## src/rtl/rgb_wheel_pwm_if.sv

```systemverilog
// Control/status bundle for rgb_wheel_pwm: run/direction/restart/brightness in,
// per-channel PWM pins plus hue-sequence status (state, tick, wrap) out.
interface rgb_wheel_pwm_if #(
  parameter int N_CH = 3
);
  logic            run;
  logic            dir;
  logic            sync_clr;
  logic [7:0]      brightness;
  logic [N_CH-1:0] pwm_out;
  logic [2:0]      state;
  logic            tick;
  logic            wrap;

  modport master (
    output run, dir, sync_clr, brightness,
    input  pwm_out, state, tick, wrap
  );

  modport slave (
    input  run, dir, sync_clr, brightness,
    output pwm_out, state, tick, wrap
  );
endinterface

```

## src/rtl/rgb_wheel_pwm.sv

```systemverilog
// N-channel colour-wheel PWM: shared prescaled timebase walks a 6-state hue sequence.
// Latency: duty/brightness to pin 2 cycles; state/wrap visible the cycle after tick; no backpressure.
module rgb_wheel_pwm #(
  parameter int          N_CH             = 3,
  parameter logic [23:0] CH_OFFSET        = 24'h000_014,
  parameter int          INC_DEC_INTERVAL = 10_000,
  parameter int          INC_DEC_MAX      = 200,
  parameter int          PWM_INTERVAL     = 1200,
  parameter int          STEP_VAL         = (PWM_INTERVAL / INC_DEC_MAX > 1) ?
                                            (PWM_INTERVAL / INC_DEC_MAX) : 1,
  parameter bit          OUT_ACTIVE_LOW   = 1'b1
) (
  input  logic           clk,
  input  logic           rst_n,
  rgb_wheel_pwm_if.slave bus
);

  localparam int PW = $clog2(INC_DEC_INTERVAL);
  localparam int TW = (INC_DEC_MAX > 1) ? $clog2(INC_DEC_MAX) : 1;
  localparam int DW = $clog2(PWM_INTERVAL + 1);
  localparam int CW = (PWM_INTERVAL > 1) ? $clog2(PWM_INTERVAL) : 1;

  localparam logic [PW-1:0] PRESC_LAST = PW'(INC_DEC_INTERVAL - 1);
  localparam logic [TW-1:0] TCNT_LAST  = TW'(INC_DEC_MAX - 1);
  localparam logic [CW-1:0] PCNT_LAST  = CW'(PWM_INTERVAL - 1);
  localparam logic [DW-1:0] DUTY_MAX   = DW'(PWM_INTERVAL);
  localparam logic [DW-1:0] STEP_D     = DW'(STEP_VAL);

  if (N_CH < 1 || N_CH > 8) begin : g_bad_nch
    $error("rgb_wheel_pwm: N_CH must be 1..8");
  end
  if (INC_DEC_INTERVAL < 2 || INC_DEC_MAX < 1) begin : g_bad_timebase
    $error("rgb_wheel_pwm: INC_DEC_INTERVAL must be >= 2 and INC_DEC_MAX >= 1");
  end

  typedef enum logic [2:0] {
    ST_0 = 3'd0,
    ST_1 = 3'd1,
    ST_2 = 3'd2,
    ST_3 = 3'd3,
    ST_4 = 3'd4,
    ST_5 = 3'd5
  } hue_t;

  logic [PW-1:0]   r_presc;
  logic            r_tick;
  logic [TW-1:0]   r_tcnt;
  hue_t            r_state;
  hue_t            w_state_nxt;
  logic            r_wrap;
  logic            w_wrap_nxt;
  logic            w_step;
  logic [CW-1:0]   r_pcnt;
  logic [N_CH-1:0] w_raw;

  // Prescaler holds while paused; tick is the registered wrap strobe.
  always_ff @(posedge clk or negedge rst_n) begin
    if (!rst_n) begin
      r_presc <= '0;
      r_tick  <= 1'b0;
    end else if (bus.sync_clr) begin
      r_presc <= '0;
      r_tick  <= 1'b0;
    end else begin
      r_tick <= 1'b0;
      if (bus.run) begin
        if (r_presc == PRESC_LAST) begin
          r_presc <= '0;
          r_tick  <= 1'b1;
        end else begin
          r_presc <= r_presc + PW'(1);
        end
      end
    end
  end

  assign w_step = r_tick && (r_tcnt == TCNT_LAST);

  always_ff @(posedge clk or negedge rst_n) begin
    if (!rst_n) begin
      r_tcnt <= '0;
    end else if (bus.sync_clr) begin
      r_tcnt <= '0;
    end else if (r_tick) begin
      r_tcnt <= (r_tcnt == TCNT_LAST) ? '0 : r_tcnt + TW'(1);
    end
  end

  always_ff @(posedge clk or negedge rst_n) begin
    if (!rst_n) begin
      r_state <= ST_0;
      r_wrap  <= 1'b0;
    end else begin
      r_state <= w_state_nxt;
      r_wrap  <= w_wrap_nxt;
    end
  end

  always_comb begin
    w_state_nxt = r_state;
    w_wrap_nxt  = 1'b0;
    if (bus.sync_clr) begin
      w_state_nxt = ST_0;
    end else if (w_step) begin
      if (bus.dir) begin
        if (r_state == ST_5) begin
          w_state_nxt = ST_0;
          w_wrap_nxt  = 1'b1;
        end else begin
          w_state_nxt = hue_t'(r_state + 3'd1);
        end
      end else begin
        if (r_state == ST_0) begin
          w_state_nxt = ST_5;
          w_wrap_nxt  = 1'b1;
        end else begin
          w_state_nxt = hue_t'(r_state - 3'd1);
        end
      end
    end
  end

  // PWM counter is never paused so pins keep toggling while the wheel is frozen.
  always_ff @(posedge clk or negedge rst_n) begin
    if (!rst_n) begin
      r_pcnt <= '0;
    end else if (bus.sync_clr) begin
      r_pcnt <= '0;
    end else begin
      r_pcnt <= (r_pcnt == PCNT_LAST) ? '0 : r_pcnt + CW'(1);
    end
  end

  for (genvar gi = 0; gi < N_CH; gi++) begin : g_ch
    localparam logic [2:0]    OFF       = CH_OFFSET[3*gi +: 3];
    localparam logic [DW-1:0] DUTY_INIT = (OFF >= 3'd1 && OFF <= 3'd3) ? DUTY_MAX : '0;

    if (OFF > 3'd5) begin : g_bad_off
      $error("rgb_wheel_pwm: CH_OFFSET field must be < 6");
    end

    logic [3:0]    w_sum;
    logic [2:0]    w_phase;
    logic [DW-1:0] w_duty_up;
    logic [DW-1:0] w_duty_dn;
    logic [DW-1:0] w_duty_nxt;
    logic [DW+8:0] w_prod;
    logic [DW-1:0] w_scaled_nxt;
    logic [DW-1:0] r_duty;
    logic [DW-1:0] r_scaled;
    logic          r_raw;

    always_comb begin
      w_sum   = {1'b0, r_state} + {1'b0, OFF};
      w_phase = (w_sum >= 4'd6) ? 3'(w_sum - 4'd6) : w_sum[2:0];

      w_duty_up = (STEP_D >= DUTY_MAX || r_duty >= DUTY_MAX - STEP_D) ?
                  DUTY_MAX : r_duty + STEP_D;
      w_duty_dn = (r_duty <= STEP_D) ? '0 : r_duty - STEP_D;

      w_duty_nxt = r_duty;
      case (w_phase)
        3'd0:    w_duty_nxt = bus.dir ? w_duty_up : w_duty_dn;
        3'd3:    w_duty_nxt = bus.dir ? w_duty_dn : w_duty_up;
        3'd1,
        3'd2:    w_duty_nxt = DUTY_MAX;
        default: w_duty_nxt = '0;
      endcase

      // brightness+1 makes 255 an exact unity gain after the >>8.
      w_prod       = (DW+9)'(r_duty) * (DW+9)'({1'b0, bus.brightness} + 9'd1);
      w_scaled_nxt = DW'(w_prod >> 8);
    end

    always_ff @(posedge clk or negedge rst_n) begin
      if (!rst_n) begin
        r_duty   <= DUTY_INIT;
        r_scaled <= '0;
        r_raw    <= 1'b0;
      end else if (bus.sync_clr) begin
        r_duty   <= DUTY_INIT;
        r_scaled <= '0;
        r_raw    <= (DW'(r_pcnt) < r_scaled);
      end else begin
        if (r_tick) begin
          r_duty <= w_duty_nxt;
        end
        r_scaled <= w_scaled_nxt;
        r_raw    <= (DW'(r_pcnt) < r_scaled);
      end
    end

    assign w_raw[gi] = r_raw;
  end

  assign bus.pwm_out = w_raw ^ {N_CH{OUT_ACTIVE_LOW}};
  assign bus.state   = r_state;
  assign bus.tick    = r_tick;
  assign bus.wrap    = r_wrap;

endmodule

```

## src/flat_wrapper.sv

```systemverilog
// flat-port wrapper written by rule: the top's interface ports become plain ports
module rgb_wheel_pwm_flat 
#(
  parameter int          N_CH             = 3,
  parameter logic [23:0] CH_OFFSET        = 24'h000_014,
  parameter int          INC_DEC_INTERVAL = 10_000,
  parameter int          INC_DEC_MAX      = 200,
  parameter int          PWM_INTERVAL     = 1200,
  parameter int          STEP_VAL         = (PWM_INTERVAL / INC_DEC_MAX > 1) ?
                                            (PWM_INTERVAL / INC_DEC_MAX) : 1,
  parameter bit          OUT_ACTIVE_LOW   = 1'b1
)
  (clk, rst_n, bus_run, bus_dir, bus_sync_clr, bus_brightness, bus_pwm_out, bus_state, bus_tick, bus_wrap);
  rgb_wheel_pwm_if #(.N_CH(N_CH)) bus_i ();
  input  logic clk;
  input  logic rst_n;
  input wire logic [$bits(bus_i.run)-1:0] bus_run;
  input wire logic [$bits(bus_i.dir)-1:0] bus_dir;
  input wire logic [$bits(bus_i.sync_clr)-1:0] bus_sync_clr;
  input wire logic [$bits(bus_i.brightness)-1:0] bus_brightness;
  output wire logic [$bits(bus_i.pwm_out)-1:0] bus_pwm_out;
  output wire logic [$bits(bus_i.state)-1:0] bus_state;
  output wire logic [$bits(bus_i.tick)-1:0] bus_tick;
  output wire logic [$bits(bus_i.wrap)-1:0] bus_wrap;
  assign bus_i.run = bus_run;
  assign bus_i.dir = bus_dir;
  assign bus_i.sync_clr = bus_sync_clr;
  assign bus_i.brightness = bus_brightness;
  assign bus_pwm_out = bus_i.pwm_out;
  assign bus_state = bus_i.state;
  assign bus_tick = bus_i.tick;
  assign bus_wrap = bus_i.wrap;
  rgb_wheel_pwm #(.N_CH(N_CH), .CH_OFFSET(CH_OFFSET), .INC_DEC_INTERVAL(INC_DEC_INTERVAL), .INC_DEC_MAX(INC_DEC_MAX), .PWM_INTERVAL(PWM_INTERVAL), .STEP_VAL(STEP_VAL), .OUT_ACTIVE_LOW(OUT_ACTIVE_LOW)) u_core (.clk(clk), .rst_n(rst_n), .bus(bus_i));
endmodule
```

## config.mk

```make
export PLATFORM = sky130hd
export DESIGN_NAME = rgb_wheel_pwm_flat
export DESIGN_NICKNAME = d
export VERILOG_FILES = /design/src/rtl/rgb_wheel_pwm_if.sv /design/src/rtl/rgb_wheel_pwm.sv /design/src/flat_wrapper.sv
export SDC_FILE = /design/constraint.sdc
export NUM_CORES = 1
export LEC_CHECK = 0
export BUFFER_PORTS_ARGS = -buffer_cell sky130_fd_sc_hd__buf_2
export CORE_UTILIZATION = 30
export CTS_BUF_LIST = sky130_fd_sc_hd__clkbuf_8
export CTS_CLUSTER_DIAMETER = 200
export DETAILED_ROUTE_END_ITERATION = 7
export GPL_TIMING_DRIVEN = 0
export PLACE_DENSITY_LB_ADDON = 0.15
export SYNTH_ARGS = -nofsm -noshare
export SYNTH_HDL_FRONTEND = slang
export SYNTH_SLANG_ARGS = --single-unit
```

## constraint.sdc

```tcl
create_clock -name clk -period 5.6 [get_ports clk]
set_clock_uncertainty 0.2 [all_clocks]
set_input_delay 1.12 -clock clk [delete_from_list [all_inputs] [get_ports clk]]
set_output_delay 1.12 -clock clk [all_outputs]
set_load 0.01 [all_outputs]
```

* After elaboration in Yosys (flattened, before gate mapping)
Cells that the tools add are included.
** Word-level totals
- Word-level logic and storage cells :: 120
- Input port bits :: 13
- Output and inout port bits :: 8
- Register bits :: 107
** Cells by class
- Add/sub/neg operators :: 17
- Reductions and logical operators :: 11
- Multiply operators :: 3
- Muxes and demuxes :: 48
- Equal/unequal tests :: 13
- $lt $le $gt $ge :: 12
- Bitwise operators :: 1
** Operators with widths (count)
- $mux W11 :: 23
- $pmux W11 S3 :: 3
- $mul A11 B20 Y19 :: 3
- $mux W14 :: 3
- $add A11 B3 Y11 const B :: 3
- $ge A11 B11 Y1 const B :: 3
- $le A11 B3 Y1 const B :: 3
- $lt A11 B11 Y1 :: 3
- $sub A11 B3 Y11 const B :: 3
- $mux W3 :: 8
- $mux W8 :: 3
- $eq A3 B2 Y1 const B :: 6
- $add A14 B1 Y14 const B :: 1
- $eq A14 B14 Y1 const B :: 1
- $logic_not A3 Y1 :: 4
- $add A11 B1 Y11 const B :: 1
- $eq A11 B11 Y1 const B :: 1
- $add A8 B1 Y9 const B :: 1
- $eq A3 B1 Y1 const B :: 3
- $sub A3 B3 Y3 const B :: 3
- $add A8 B1 Y8 const B :: 1
- $eq A8 B8 Y1 const B :: 1
- $ge A4 B3 Y1 const B :: 2
- $mux W1 :: 8
- other kinds (10) :: 14

* Depth between registers and ports, before layout
Gate-level depths: netlist (run 1).
- Depth after elaboration :: 8
- Depth in mapped cells :: 22
- Mapped depth without buffers :: 21

* Worst setup path after synthesis (run 1)
No wires, ideal clock.
- Path type :: input to register
- Start :: in bus_brightness[2]
- End :: reg u_core.g_ch[0].r_scaled[9]
- Data arrival time :: 6.080 ns
- Slack :: -0.805 ns
- Setup time :: 0.125 ns
- Stages :: 21
- Required time :: 5.275 ns
- Buffers on the path :: 1
- Path through :: nand3_1 > nor2_1 > and3_1 > xor2_1 > clkbuf_1 > nand2_1 > fa_1 > fa_1 > inv_1 > fa_1 > inv_1 > fa_1 > inv_1 > ha_1 > nor4_1 > o41a_1 > nor3_2 > o21ai_0 > nand2b_1 > a21boi_0 > mux2_2
** On the way
- Cells in the longest elaborated chain, start to end :: 3
** RTL lines
- start: declaration :: line flat_wrapper.sv:20 : input wire logic [$bits(bus_i.brightness)-1:0] bus_brightness;
- $add A8 B1 Y9 :: line rgb_wheel_pwm.sv:171 : w_prod = (DW+9)'(r_duty) * (DW+9)'({1'b0, bus.brightness} + 9'd1);
- $mul A11 B20 Y19 :: line rgb_wheel_pwm.sv:171
- $mux W11 :: line rgb_wheel_pwm.sv:180 : end else if (bus.sync_clr) begin
- end signal: assignment :: line rgb_wheel_pwm.sv:188 : r_scaled <= w_scaled_nxt;
- end: declaration :: line rgb_wheel_pwm.sv:150 : logic [DW-1:0] r_scaled;
Every way passes these cells.
A chain may end at the register's enable or synchronous reset.

* Final worst setup path (run 1)
- Start :: in bus_brightness[0]
- End :: reg u_core.g_ch[0].r_scaled[8]
Same word-level chain as after synthesis.

==> metrics list, run 1 <==
- The initial antenna violation count came to 2.
* Number of buffers added on ports: 18
- Summing internal, switching and leakage power gives 2.251 mW.
* RSZ-0062 raised after global routing: yes
- For this run, the detailed router's first-pass iteration total came to 7.
- Clock Latency Late Sink: 470 ps
* Dominant cell type by count on the critical path: sky130_fd_sc_hd__fa_1
- The number of antenna diodes in the final layout is 0.
- Measured along the y axis, the die boundary spans 230.8 um.
- The worst setup path is of the in -> reg kind.
- 21 I/O pins were placed.
* Full die area: 0.05327 sq mm
* Synthesized area per cell: 8.462 sq um
- Post-Syn Nets: 2202
* Fraction of layout cells with a size suffix above 1: 14.86%
* Time the worst path needs with I/O delays and setup: 5693 ps
- The wire-length estimate of the detail-placed layout is 36710 um.
* Number of H-tree levels: 3
- Number of global-route vias before repair: 13420
- Top cell type by total area after synthesis: sky130_fd_sc_hd__fa_1
* Share of the synthesized area in the top cell type: 23.71%
- After the last flow step, the layout net total stands at 2294.
- The detailed router placed 12770 vias in this run.
- CTS tree: done
* Final RePlAce weighted congestion: 0.8624
- Endpoint of the most critical register-to-register path: u_core.g_ch[0].r_scaled[8]$_DFF_PN0_
* Achievable frequency: 175.6 MHz
- The longest clock path from root to sink contains 2 buffers.
* Number of flops mapped to enable cells by yosys: 0
- Sequential elements use 17.08% of the synthesized area.
- Entering global routing, the biggest net connects 74 pins.
- Synthesis inferred 107 register bits.
* Kind of end point of the critical path: register
* Maximum single-stage delay on the critical path: 550 ps
- Number of buffers created by CTS: 9
- Critical path's top delay family: adder cells
- Async set or reset register ratio after synthesis: 100.0%
- First-pass GRT wire length: 75130 um
- After synthesis, the netlist uses 84 different library cells.
* Min-delay worst type: in -> async
- Post-Synthesis Cells: 1856
* CTS root buffer: sky130_fd_sc_hd__clkbuf_8
* Post-route fraction of the period consumed by the critical path: 101.7%
* Areal power density over the cells: 120.6 mW/mm^2
- Row count: 83
- Drt drc: 0
- Using the TritonRoute via totals, the vias-per-cell ratio works out to 4.852.
* Number of slew-limit violations in the final report: 0
* Register-to-register setup slack: 120 ps
- Number of fillers in the final layout: 5398
- Lkg Pwr: 8.750 nW
- The worst setup path is launched from an input pin.
- Relative to the synthesized area, the layout overhead comes to 18.87%.
* Worst R2R Path Depth: 20
- Number of nets still failing antenna checks after routing: 0
* Relative slew margins: 20.37%
- Cell chain of the critical path: buf_12 > ha_4 > nand3_1 > xor2_4 > buf_8 > nor2_1 > fa_2 > fa_1 > inv_1 > fa_1 > fa_1 > inv_1 > ha_4 > nor4_4 > o41a_1 > buf_6 > nor3_4 > o21ai_2 > nand2b_1 > buf_4 > a221oi_2 > o31a_1
- Die width: 230.8 um
- Number of failing hold endpoints at the final stage: 0
- Clock input transition at the sequential cells of the worst setup and hold paths: 120 ps
- Buffers inserted to repair hold after CTS numbered 0.
- The worst register-to-register path begins at u_core.g_ch[0].r_duty[5]$_DFFE_PN0P_.
* Final setup violation count: 10
- Final non-filler cell total: 2632
* Total clock sinks: 107
- After detailed routing, the average wire length per cell comes to 17.93 um.
- Signal arrival time at the worst endpoint: 5910 ps
* Starting density of the core: 30.49%
* Overflow left after global routing: 0
- Critical Path Slowest Stage Cell: sky130_fd_sc_hd__fa_1
- Counting both buffers and inverters, the worst setup path holds a total of 6.
- Number of warnings issued by yosys: 0
* Final worst setup slack: -93.32 ps
* Overall routing resource usage: 18.23%
- After synthesis, the cell types taking the most area are sky130_fd_sc_hd__fa_1 24%, sky130_fd_sc_hd__dfrtp_1 16%, sky130_fd_sc_hd__ha_1 12%, sky130_fd_sc_hd__inv_1 7.2%, sky130_fd_sc_hd__nor2_1 3.9%.
- Primary flip-flop cell chosen by synthesis mapping: sky130_fd_sc_hd__dfrtp_1
- Placed instance count: 2555
- The run finished, with violations left.
- The detailed router finished its first iteration with 683 violations.
* Max-capacitance violation count: 0
- Leading cell type in the layout, fill and taps excluded: sky130_fd_sc_hd__inv_1
- Critical Path Fanout Max: 10
- Sum of routed wire length over all layers: 47180 um
- Highest-count cells in the layout ignoring fill and taps: 287 x sky130_fd_sc_hd__inv_1, 183 x sky130_fd_sc_hd__fa_1, 157 x sky130_fd_sc_hd__nor2_1
- Data required time at the worst endpoint: 5820 ps
- Violated checks: negative setup slack
- Across the VDD grid, the largest voltage drop is 0.1197 mV.
- Summing every instance area after synthesis gives 0.01571 sq mm.
- Pin slew with the least headroom to its limit: 1195 ps
* Area of the core: 0.05151 sq mm
cell usage after synthesis (all sizes together), types with 17 or more instances:
master	n
inv	300
fa	186
nor2	167
nand2	162
ha	147
dfrtp	103
and2	88
clkbuf	85
o21ai	67
a21oi	63
nor2b	48
xnor2	46
nand2b	44
xor2	42
nand3	36
nor3	31
or3	18
buf	17
worst max-delay path by stage:
stage / from / to / slack, ps / cells after the start
finish: bus_brightness[0] / u_core.g_ch[0].r_scaled[8]$_DFF_PN0_ / -90 / 22
global route: bus_brightness[0] / u_core.g_ch[0].r_scaled[8]$_DFF_PN0_ / -310 / 22
CTS: bus_brightness[4] / u_core.g_ch[0].r_scaled[8]$_DFF_PN0_ / -190 / 25
detailed placement: bus_brightness[2] / u_core.g_ch[0].r_scaled[9]$_DFF_PN0_ / -1560 / 20
global placement: bus_brightness[2] / u_core.g_ch[0].r_scaled[9]$_DFF_PN0_ / -1600 / 21
floorplan: bus_brightness[1] / u_core.g_ch[0].r_scaled[9]$_DFF_PN0_ / -130 / 19
sequential cells by signal, summed over array words and instances (netlist names):
name and flops:
u_core.bus.wrap 1, u_core.bus.tick 1, u_core.bus.state 3, u_core.r_pcnt 11, u_core.g_ch.r_duty 33, u_core.g_ch.r_scaled 33, u_core.r_tcnt 8, u_core.g_ch.r_raw 3
u_core.r_presc 14
stage by stage:
| step | TNS (ps) | hold WS (ps) | instance area, sq um | worst slack [ps] | utilization, % |
|---|---|---|---|---|---|
| after global placement | -39040 | 318.9 | 17130 | -1603 | 33.26 |
| after global routing | -3334 | 337.5 | 18670 | -306.6 | 36.24 |
| final | -410.9 | 330.8 | 18670 | -93.32 | 36.24 |
| after floorplan | -466.7 | 288.4 | 16190 | -131.2 | - |
| after detailed placement | -37920 | 325.1 | 17170 | -1556 | 33.33 |
| after CTS | -1194 | 325.6 | 18160 | -190.3 | 35.25 |
cell families after synthesis:
group,synth area share (%)
xor gates and xnor gates,4.908
muxes,0.3426
buffers and inverters,10.21
adders and majority gates,35.42
DFF,17.08
AOI/OAI and AO/OA,11.22
and+or+nand+nor,20.82
report_power, final:
part | internal, mW | leakage, nW | switching [mW] | total, mW
Sequential | 0.808 | 1.46 | 0.0157 | 0.824
Clock | 0.220 | 0.106 | 0.320 | 0.540
Combinational | 0.388 | 7.18 | 0.499 | 0.887
Total | 1.42 | 8.75 | 0.835 | 2.25
routing by layer:
| metal | global-route usage, % | vias to the layer above | routed length [um] | part of all wire [%] |
|---|---|---|---|---|
| li1 | - | 6138 | - | - |
| met1 | 24.85 | 6392 | 22440 | 48 |
| met2 | 30.28 | 191 | 22280 | 47 |
| met3 | 2.372 | 49 | 1542 | 3.3 |
| met4 | 4.677 | 0 | 921 | 2.0 |
| met5 | 0 | - | 0 | 0 |
area by class of cell:
class / instances / area (sq um) / area share, %
clock inverters: 5 / 62.56 / 0.3351
flip-flops and latches: 107 / 2683 / 14.37
repair buffers: 86 / 794.5 / 4.256
clock buffers: 10 / 137.6 / 0.7373
plain buffers: 97 / 625.6 / 3.351
well taps: 680 / 850.8 / 4.558
inverters: 302 / 1134 / 6.072
multi-input cells: 1345 / 12380 / 66.32
repair_timing:
item,CTS,global route
resized for setup,96,105
endpoints found under the setup margin,33,25
buffers inserted,40,32
pin swaps,53,64
Power figures use the tool's default switching activity.
==> run 2, diff against run 1 <==
Settings changed: PLACE_DENSITY_LB_ADDON 0.15 to 0.12.
==> run 2 against run 1 <==
  * The run still ends with negative setup slack left
  * Die area unchanged
  * Via count decreased by 1.1%
  * Clock power decreased by 5.4%
  * Sequential power about the same
  * Combinational power decreased by 3.0%
  * Final area decreased by 1.6%
  * Worst hold slack improved by 29 ps
  * Critical path type unchanged
  * Largest cell class unchanged
==> metrics list, run 2 (synthesis results as in run 1) <==
- The run finished, with violations left.
- The checks that failed: negative setup slack.
- Leaving out fill and tap cells, the most frequent cell in the layout is sky130_fd_sc_hd__inv_1.
* Pin slew with the least headroom to its limit: 1089 ps (-105.9 ps)
* RSZ-0062 raised after global routing: yes
* Time the worst path needs with I/O delays and setup: 5726 ps (+32.77 ps)
* Starting density of the core: 30.49% (unchanged)
- The number of global-route vias before repair is 13290 (-0.96%).
* Routed vias: 12630 (-1.1%)
- The filler cell count in the final layout came to 5453 (+1.0%).
- The path class of the tightest hold or removal check is reg -> reg.
- The fmax came to 174.6 MHz (-0.57%).
- Num ports: 21 (unchanged)
- Number of slew-limit violations in the final report: 0 (unchanged)
* Relative slew margins: 27.42% (+7.1 points)
- Min Hold Slack: 359.9 ps (+29.08 ps)
- The latest clock arrival within the worst-skew pair is 450 ps (-20 ps).
- Category of the worst setup path launch point: input pin
* Number of failing hold endpoints at the final stage: 0 (unchanged)
- CTS tree: done
* Full die area: 0.05327 sq mm (unchanged)
- Total clock sinks: 107 (unchanged)
* Critical path's top delay family: adder cells
- The number of remaining DRC errors was 0 (unchanged).
* Pin count of the biggest net entering global routing: 64 (-14%)
- The largest registers in the layout are u_core.g_ch.r_duty x33, u_core.g_ch.r_scaled x33, u_core.r_presc x14.
* Number of buffers added on ports: 18 (unchanged)
* Number of H-tree levels: 3 (unchanged)
* Final worst setup slack: -126.1 ps (-32.77 ps)
- The post-detailed-routing wire length is 47690 um (+1.1%).
* Number of nets still failing antenna checks after routing: 0 (unchanged)
- The cell that appears most often on the critical path is sky130_fd_sc_hd__fa_1.
- The number of placement rows came to 83 (unchanged).
* Met1 Resource Use GR: 25.30% (+0.44 points)
- Number of antenna violations at the first check in global routing: 2 (unchanged)
- The deepest clock path buffer count was 2 (unchanged).
- Maximum single-stage delay on the critical path: 550 ps (about the same)
- Traced cell by cell, the critical path runs through buf_12 > ha_4 > nand2_4 > nor2_4 > and3_4 > clkbuf_16 > nand2_4 > fa_1 > fa_1 > inv_1 > fa_1 > inv_1 > fa_1 > inv_2 > ha_4 > nor4_4 > o41a_1 > buf_6 > nor3_4 > o21ai_2 > nand2b_1 > buf_6 > a221oi_2 > o31a_1.
- The area inside the core boundary is 0.05151 sq mm (unchanged).
* Drt initial violations: 555 (-19%)
- The leakage power total came to 8.638 nW (-1.3%).
- The total overflow reported by the global router is 0 (unchanged).
- P&R area growth vs syn: 17.00%
- The first-pass GRT wire length came to 76420 um (+1.7%).
* Clock input transition at the sequential cells of the worst setup and hold paths: 120 ps (about the same)
* Most Used Layer, Global Route: met2
- Worst voltage drop across the vdd grid: 0.09914 mV (-17%)
* Post-route fraction of the period consumed by the critical path: 102.3% (+0.59 points)
- The power density over the cells came to 119.4 mW/mm^2 (-1.0%).
- The total routing resource utilization after global routing was 18.71% (+0.48 points).
- The worst setup path is of the in -> reg kind.
- The data required time of the worst path is 5790 ps (-30 ps).
- DR pass1 iterations: 5 (-2)
* Signal arrival time at the worst endpoint: 5920 ps (about the same)
- Global-route met2 utilization: 30.91% (+0.63 points)
* Post-Layout Inst Area: 0.01838 sq mm (-1.6%)
- The final net count is 2274 (-0.87%).
* Kind of end point of the critical path: register
- The total of endpoints with negative setup slack in the final report came to 10 (unchanged).
- For this design, the slowest cell found on the critical path is sky130_fd_sc_hd__fa_1.
- The detailed-route wire length per cell came to 18.25 um (+1.8%).
* Diode count: 0 (unchanged)
* Register-to-register setup slack: 50 ps (-70 ps)
* Final RePlAce weighted congestion: 0.8725 (+1.2%)
- Placed instance count: 2555 (unchanged)
- The floorplan die width came to 230.8 um (unchanged).
* Highest-count cells in the layout ignoring fill and taps: 297 x sky130_fd_sc_hd__inv_1, 184 x sky130_fd_sc_hd__fa_1, 158 x sky130_fd_sc_hd__nor2_1
- The mean number of vias per cell came to 4.832 (-0.40%).
- Max-capacitance violation count: 0 (unchanged)
* Die height: 230.8 um (unchanged)
* Number of buffers created by CTS: 9 (unchanged)
* Share of the core filled with cells: 35.67% (-0.57 points)
- The placed instance area is 0.01717 sq mm (unchanged).
- Fraction of layout cells with a size suffix above 1: 12.16% (-2.7 points)
- The detailed placer's ending HPWL came to 37450 um (+2.0%).
* Critical Path Fanout Max: 6 (-4)
- Final non-filler cell total: 2613 (-0.72%)
- The met3 global-route usage was 2.841% (+0.47 points).
- CTS root buffer: sky130_fd_sc_hd__clkbuf_8
- WP buf/inv: 7 (+1)
[run 2: layer usage]
layer  share of wire (%)  vias up  wire, um
li1                    -     6087         -
met1                  47     6281     22620
met2                  47      206     22500
met3                 3.3       51      1566
met4                 2.1        2       984
met5               0.029        -        14
[run 2: metrics by stage]
step | power (mW) | setup WS (ps) | setup TNS, ps
floorplan | 1.379 | -131.2 | -466.7
global placement | 1.598 | -1602 | -38920
detailed placement | 1.605 | -1622 | -38840
CTS | 2.225 | -82.02 | -214.9
global route | 2.364 | -252.2 | -3087
finish | 2.193 | -126.1 | -524.7
[run 2: where the power goes]
group	switching, mW	leakage [nW]	internal, mW
sequential	0.0143	1.46	0.808
clock	0.338	0.0951	0.173
combinational	0.491	7.08	0.369
total	0.843	8.64	1.35
[run 2: final cells by class]
type                            instances  area (sq um)  area share (%)
Multi-Input combinational cell       1345         12210           66.46
Buffer                                100         704.4           3.834
Tap cell                              680         850.8           4.630
Timing Repair Buffer                   63         598.1           3.255
Sequential cell                       107          2683           14.60
Clock inverter                          7         70.07          0.3813
Inverter                              302          1134           6.169
Clock buffer                            9         123.9          0.6741
[run 2: final timing paths]
path / from / end / cells after the start
worst max-delay path: bus_brightness[0] / u_core.g_ch[0].r_scaled[8]$_DFF_PN0_ / 24
worst min-delay path: u_core.r_presc[10]$_DFFE_PN0P_ / u_core.r_presc[10]$_DFFE_PN0P_ / 2
worst max register to register: u_core.g_ch[1].r_duty[5]$_DFFE_PN1P_ / u_core.g_ch[1].r_scaled[7]$_DFF_PN0_ / 18
worst min register to register: u_core.r_presc[10]$_DFFE_PN0P_ / u_core.r_presc[10]$_DFFE_PN0P_ / 2
max in group asynchronous: rst_n / u_core.g_ch[1].r_duty[5]$_DFFE_PN1P_ / 2
min in group asynchronous: rst_n / u_core.g_ch[2].r_raw$_DFF_PN0_ / 1
[run 2: what timing repair did]
action                                  4_1_cts  5_1_grt
cloned                                        0        0
pin swaps                                    43       15
buffers inserted                             40        5
hold buffers                                  0        0
endpoints found under the setup margin       33       22
gates resized for setup                     118       25
[run 2: worst reg2reg max path: cells and delay by family (launching register included)]
family | cells | cell delay (ps)
flops | 1 | 530
xor+xnor | 1 | 170
compound gates | 5 | 990
simple gates | 2 | 220
buf+inv | 5 | 990
fa+ha+maj | 5 | 2350
